===== config.mk =====
export PLATFORM = sky130hd
export DESIGN_NAME = muldiv_seq
export DESIGN_NICKNAME = d
export VERILOG_FILES = /design/src/rtl/muldiv_seq_pkg.sv /design/src/rtl/muldiv_core.sv /design/src/rtl/muldiv_seq.sv
export SDC_FILE = /design/constraint.sdc
export NUM_CORES = 1
export LEC_CHECK = 0
export ABC_AREA = 1
export BUFFER_PORTS_ARGS = -buffer_cell sky130_fd_sc_hd__buf_2
export CORE_AREA = 10 10 241 243
export CTS_CLUSTER_SIZE = 14
export DETAILED_ROUTE_END_ITERATION = 8
export DIE_AREA = 0 0 251 253
export GPL_ROUTABILITY_DRIVEN = 0
export HOLD_SLACK_MARGIN = 0.06
export SKIP_LAST_GASP = 1
export SLEW_MARGIN = 20
export SYNTH_ARGS = -nofsm -noshare
export SYNTH_HDL_FRONTEND = slang
export SYNTH_SLANG_ARGS = --single-unit
export TNS_END_PERCENT = 5

===== constraint.sdc =====
create_clock -name clk -period 6.8 [get_ports clk]
set_input_delay 1.36 -clock clk [delete_from_list [all_inputs] [get_ports clk]]
set_output_delay 1.36 -clock clk [all_outputs]
set_load 0.02 [all_outputs]

===== src/rtl/muldiv_seq_pkg.sv =====
// Shared definitions for the sequential multiply/divide unit.
// Covers op encodings, FSM states, the iteration count and the divide-by-zero quotient.
package muldiv_seq_pkg;

  localparam int unsigned ITER      = 32;
  localparam logic [31:0] DIV0_QUOT = 32'hFFFF_FFFF;

  typedef enum logic [1:0] {
    OP_DIV   = 2'b00,
    OP_DIVU  = 2'b01,
    OP_MULTU = 2'b10,
    OP_RSVD  = 2'b11
  } op_e;

  typedef enum logic [1:0] {
    S_IDLE,
    S_CALC,
    S_FIXUP,
    S_DONE
  } state_e;

  function automatic logic [31:0] abs32(input logic [31:0] v);
    return v[31] ? -v : v;
  endfunction

endpackage


===== src/rtl/muldiv_core.sv =====
// Single-iteration datapath for the sequential multiply/divide unit.
// Performs either one restoring-division step or one shift-add multiply step on the 64-bit accumulator.
module muldiv_core (
  input  logic        is_mul,
  input  logic [63:0] acc_i,
  input  logic [31:0] opnd_i,
  output logic [63:0] acc_o
);

  logic [32:0] trial;
  logic [32:0] sum;

  // Division: acc = {remainder, dividend/quotient}; the shifted remainder needs 33 bits.
  // Multiply: acc = {partial product, multiplier}; the product shifts right into the low half.
  always_comb begin
    trial = acc_i[63:31] - {1'b0, opnd_i};
    sum   = {1'b0, acc_i[63:32]} + {1'b0, opnd_i};
    if (is_mul) begin
      acc_o = acc_i[0] ? {sum, acc_i[31:1]} : {1'b0, acc_i[63:1]};
    end else begin
      acc_o = trial[32] ? {acc_i[62:0], 1'b0} : {trial[31:0], acc_i[30:0], 1'b1};
    end
  end

endmodule


===== src/rtl/muldiv_seq.sv =====
// Sequential 32-bit multiply/divide unit (div, divu, multu) with a hi/lo result write strobe.
// Uses a 32-cycle iterative core, a sign fixup stage, and a one-cycle done pulse.
module muldiv_seq
  import muldiv_seq_pkg::*;
(
  input  logic        clk,
  input  logic        rst,
  input  logic        start,
  input  logic [1:0]  op,
  input  logic [31:0] rs_data,
  input  logic [31:0] rt_data,
  input  logic        cancel,
  output logic        busy,
  output logic        done,
  output logic        hilo_we,
  output logic [31:0] hi_out,
  output logic [31:0] lo_out
);

  state_e      state_q, state_d;
  op_e         op_q, op_d;
  logic [31:0] opnd_q, opnd_d;
  logic [31:0] rs_q, rs_d;
  logic [63:0] acc_q, acc_d;
  logic [4:0]  cnt_q, cnt_d;
  logic        div0_q, div0_d;
  logic        q_neg_q, q_neg_d;
  logic        r_neg_q, r_neg_d;
  logic [31:0] hi_q, hi_d;
  logic [31:0] lo_q, lo_d;

  logic        accept;
  logic        in_div0;
  logic [63:0] acc_step;
  logic [31:0] fix_hi;
  logic [31:0] fix_lo;

  assign accept  = (state_q == S_IDLE) && start && !cancel && (op_e'(op) != OP_RSVD);
  assign in_div0 = (rt_data == '0) && (op_e'(op) != OP_MULTU);

  muldiv_core u_core (
    .is_mul (op_q == OP_MULTU),
    .acc_i  (acc_q),
    .opnd_i (opnd_q),
    .acc_o  (acc_step)
  );

  always_ff @(posedge clk or posedge rst) begin
    if (rst) state_q <= S_IDLE;
    else     state_q <= state_d;
  end

  always_comb begin
    state_d = state_q;
    unique case (state_q)
      S_IDLE:  if (accept) state_d = in_div0 ? S_FIXUP : S_CALC;
      S_CALC:  if (cnt_q == 5'(ITER - 1)) state_d = S_FIXUP;
      S_FIXUP: state_d = S_DONE;
      S_DONE:  state_d = S_IDLE;
      default: state_d = S_IDLE;
    endcase
    if (cancel) state_d = S_IDLE;
  end

  always_comb begin
    busy    = (state_q != S_IDLE);
    done    = (state_q == S_DONE) && !cancel;
    hilo_we = done;
  end

  // Signed div works on magnitudes; the result signs are restored here.
  always_comb begin
    fix_hi = acc_q[63:32];
    fix_lo = acc_q[31:0];
    if (div0_q) begin
      fix_hi = rs_q;
      fix_lo = DIV0_QUOT;
    end else if (op_q == OP_DIV) begin
      fix_hi = r_neg_q ? -acc_q[63:32] : acc_q[63:32];
      fix_lo = q_neg_q ? -acc_q[31:0]  : acc_q[31:0];
    end
  end

  always_comb begin
    op_d    = op_q;
    opnd_d  = opnd_q;
    rs_d    = rs_q;
    acc_d   = acc_q;
    cnt_d   = cnt_q;
    div0_d  = div0_q;
    q_neg_d = q_neg_q;
    r_neg_d = r_neg_q;
    hi_d    = hi_q;
    lo_d    = lo_q;
    if (accept) begin
      op_d    = op_e'(op);
      rs_d    = rs_data;
      cnt_d   = '0;
      div0_d  = in_div0;
      q_neg_d = rs_data[31] ^ rt_data[31];
      r_neg_d = rs_data[31];
      unique case (op_e'(op))
        OP_DIV: begin
          opnd_d = abs32(rt_data);
          acc_d  = {32'h0, abs32(rs_data)};
        end
        OP_DIVU: begin
          opnd_d = rt_data;
          acc_d  = {32'h0, rs_data};
        end
        default: begin
          opnd_d = rs_data;
          acc_d  = {32'h0, rt_data};
        end
      endcase
    end else if (!cancel && state_q == S_CALC) begin
      acc_d = acc_step;
      cnt_d = cnt_q + 5'd1;
    end else if (!cancel && state_q == S_FIXUP) begin
      hi_d = fix_hi;
      lo_d = fix_lo;
    end
  end

  always_ff @(posedge clk or posedge rst) begin
    if (rst) begin
      op_q    <= OP_DIV;
      opnd_q  <= '0;
      rs_q    <= '0;
      acc_q   <= '0;
      cnt_q   <= '0;
      div0_q  <= 1'b0;
      q_neg_q <= 1'b0;
      r_neg_q <= 1'b0;
      hi_q    <= '0;
      lo_q    <= '0;
    end else begin
      op_q    <= op_d;
      opnd_q  <= opnd_d;
      rs_q    <= rs_d;
      acc_q   <= acc_d;
      cnt_q   <= cnt_d;
      div0_q  <= div0_d;
      q_neg_q <= q_neg_d;
      r_neg_q <= r_neg_d;
      hi_q    <= hi_d;
      lo_q    <= lo_d;
    end
  end

  assign hi_out = hi_q;
  assign lo_out = lo_q;

endmodule


==> summary.md <==
| Metric | Value |
|---|---|
| Outcome | `finished, final reports clean` |
| Vias in the first global route | `between 15000 and 20000` |
| Max Root-Sink Buffers | `3` |
| Post-synthesis async set-or-reset flop share | `1.00` |
| H-tree depth | `1` |
| # port buffers | `approximately 140` |
| Row count | `85` |
| Crit. End Element | `flop` |
| Max-slew violation count | `0` |
| Global-route wire length before repair | `between 100 and 150 mm` |
| Required @ worst endpoint | `7240 ps` |
| Gate count of the mapped netlist | `3059` |
| Core ar. | `roughly 0.053 mm2` |
| Post-synth EDFFs | `0` |
| Clk slew on worst S/H paths | `60 ps` |
| HPWL Detailed | `57.0 mm` |
| Setup TNS | `0 ps` |
| Clk root buf | `clkbuf_16` |
| Max Cap Viol | `0` |
| Crit Path Class | `input port to flop` |
| Critical-path cell list | `buf_2, nand2_1, nand4_4, inv_4, nor2_8, nand3_4, buf_4, nor2_8, inv_2, a21oi_1, o21ai_0, o21ai_0, inv_1` |
| Startpoint Class | `input port` |
| Ranking of synthesized cells by area | `dfrtp_1 28%, nand2_1 21%, inv_1 10%` |
| Starting DRT DRC Count | `2380` |
| Post-CTS setup buffers | `0` |
| Via density | `5.22` |
| Cells after DPL | `approximately 3800` |
| Layout area overhead | `11.6%` |
| Crit path max fanout | `81` |
| Slew HR | `0.326` |
| HP Class | `flop to flop` |
| Final worst path period need | `4160 ps` |
| Sequential share of the synthesized area | `0.276` |
| Leading area contributor after synthesis | `dfrtp_1` |
| Nets@finish | `3286` |
| Yosys cell types | `51` |
| Detail Route Antenna Nets | `0` |
| Ys Warns | `0` |
| Mean post-synth cell area | `6.03 um2` |
| Largest net degree at the start of global routing | `163` |
| Final core utilization | `0.386` |
| Highest clock rate | `241 MHz` |
| Area of the multi-input gates | `0.0110 mm2` |
| Crit-path slowest cell | `buf_2` |
| Die Span X | `251 um` |
| Clk Latency, worst-skew pair | `560 ps` |
| Die area | `0.0635 mm2` |
| Reg area | `0.00508 mm2` |
| Initial antenna violation count | `5` |
| PostCTS Resize Cnt | `0` |
| Post-synth top cells | `1037 x nand2_1, 492 x inv_1, 223 x nand3_1` |
| Skew final | `about 13 ps` |
| Final Hold Viols | `0` |
| Cts bufs inserted | `25` |
| Total gr overflow | `0` |
| Count leader, synth | `nand2_1` |
| Final std cells w/o fill | `just under 4000` |
| #FFs+latches synth | `203` |
| Drt drc | `0` |
| Aggregate global-route resource usage | `0.225` |
| Leakage | `11.2 nW` |
| Post-CTS Hold Buffers | `0` |
| Worst IR Drop VDD | `between 0.2 and 0.25 mV` |
| Clk sinks | `203` |
| Die Ht | `253 um` |
| Detailed Route WL | `73.7 mm` |
| Overall power | `10.2 mW` |
| Via Count | `20100` |
| Worst Path Arrival | `roughly 4600 ps` |
| Primary FF master, synth | `dfrtp_1` |
| Final period util | `0.611` |
| Synth top area share | `0.276` |
| Fillers | `5889` |
| Power per standard cell area | `about 490 mW/mm2` |
| I/O Pins | `137` |
| Mapped cell area | `0.0184 mm2` |
| RSZ-0062 raised after global routing | `false` |
| Fraction of layout cells with a size suffix above 1 | `0.0754` |
| WL/cell | `19.1 um` |
| DRT Pass-1 Iters | `6` |
| Starting density of the core | `0.346` |
| Max incr delay on CP | `700 ps` |
| Worst Max-Slew Pin Slew | `1010 ps` |
| CTS tree | `done` |
| Syn_nets | `3206` |
| Final setup vio count | `0` |
[sequential cells by signal, indices dropped and copies added (netlist names)]
| register | cells |
|---|---|
| op_q | 2 |
| state_q | 2 |
| cnt_q | 5 |
| rs_q | 32 |
| hi_out | 32 |
| q_neg_q | 1 |
| div0_q | 1 |
| opnd_q | 32 |
| lo_out | 32 |
| acc_q | 64 |
[metal layers]
layer	global-route usage	share of wire
met4	0.0613	0.029
met2	0.341	0.43
met5	0	0.00031
met3	0.0458	0.094
met1	0.316	0.44
[critical path, delay by kind of cell]
family	cells	cell delay, ps
AOI/OAI and AO/OA	3	340
buffers and inverters	5	1640
and+or+nand+nor	5	1190
[cells in the final DEF, fill, tap and decap left out, drive strengths merged, types with 2 or more instances in the layout]
| master | count |
|---|---|
| a22o | 2 |
| nor3 | 46 |
| and2 | 9 |
| dfrtp | 203 |
| xor2 | 50 |
| diode | 2 |
| o22a | 2 |
| ha | 75 |
| fa | 2 |
| a31oi | 2 |
| nand3 | 225 |
| nand4 | 34 |
| xnor2 | 13 |
| or2 | 9 |
| clkinv | 12 |
| o22ai | 27 |
| nand3b | 11 |
| buf | 155 |
| a21oi | 198 |
| o31ai | 2 |
| nand2 | 1041 |
| o221ai | 15 |
| a2bb2oi | 7 |
| o211ai | 44 |
| clkinvlp | 3 |
| clkbuf | 35 |
| o32ai | 3 |
| nor4 | 3 |
| o21ai | 198 |
| o2111ai | 3 |
| inv | 502 |
| nor2 | 210 |
| a21o | 3 |
| o21bai | 8 |
[stage by stage]
stage / setup slack [ps] / instance area, um2 / hold WS (ps)
2_1_floorplan: 2810 / 18400 / 444
3_3_place_gp: 2200 / 19700 / 459
3_5_place_dp: 2130 / 19700 / 462
4_1_cts: 2730 / 20600 / 477
5_1_grt: 2400 / 20600 / 504
6_report: 2640 / 20600 / 475
[cells by family after synthesis]
logic type      synth area share
simple gates               0.357
buf+inv                    0.127
fa+ha+maj                 0.0531
xor+xnor                  0.0299
flops                      0.276
compound gates             0.158
[area by class of cell]
cell class | instances | area share
Timing Repair Buffer | 155 | 0.0406
Antenna cell | 2 | 0.000243
Clock buffer | 35 | 0.0356
Clock inverter | 11 | 0.00487
Multi-Input combinational cell | 2247 | 0.536
Inverter | 507 | 0.0929
Sequential cell | 203 | 0.247
Tap cell | 696 | 0.0423
[power breakdown]
group | switching, mW | internal [mW]
logic | 4.39 | 2.01
clock network | 0.579 | 0.792
registers | 0.630 | 1.75
total | 5.60 | 4.55
[path summary, 6_finish.rpt]
| check | startpoint | end | slack, ps | cells after the start |
|---|---|---|---|---|
| max | op[1] | lo_out[14]$_DFFE_PP0P_ | 2640 | 13 |
| min in group asynchronous | rst | hi_out[21]$_DFFE_PP0P_ | 960 | 3 |
| min reg2reg | hi_out[21]$_DFFE_PP0P_ | hi_out[21]$_DFFE_PP0P_ | 470 | 2 |
| max reg2reg | acc_q[31]$_DFFE_PP0N_ | acc_q[45]$_DFFE_PP0N_ | 2940 | 18 |
| min | hi_out[21]$_DFFE_PP0P_ | hi_out[21]$_DFFE_PP0P_ | 470 | 2 |
| max in group asynchronous | rst | cnt_q[2]$_DFFE_PP0N_ | 4460 | 4 |
Power figures use the tool's default switching activity.
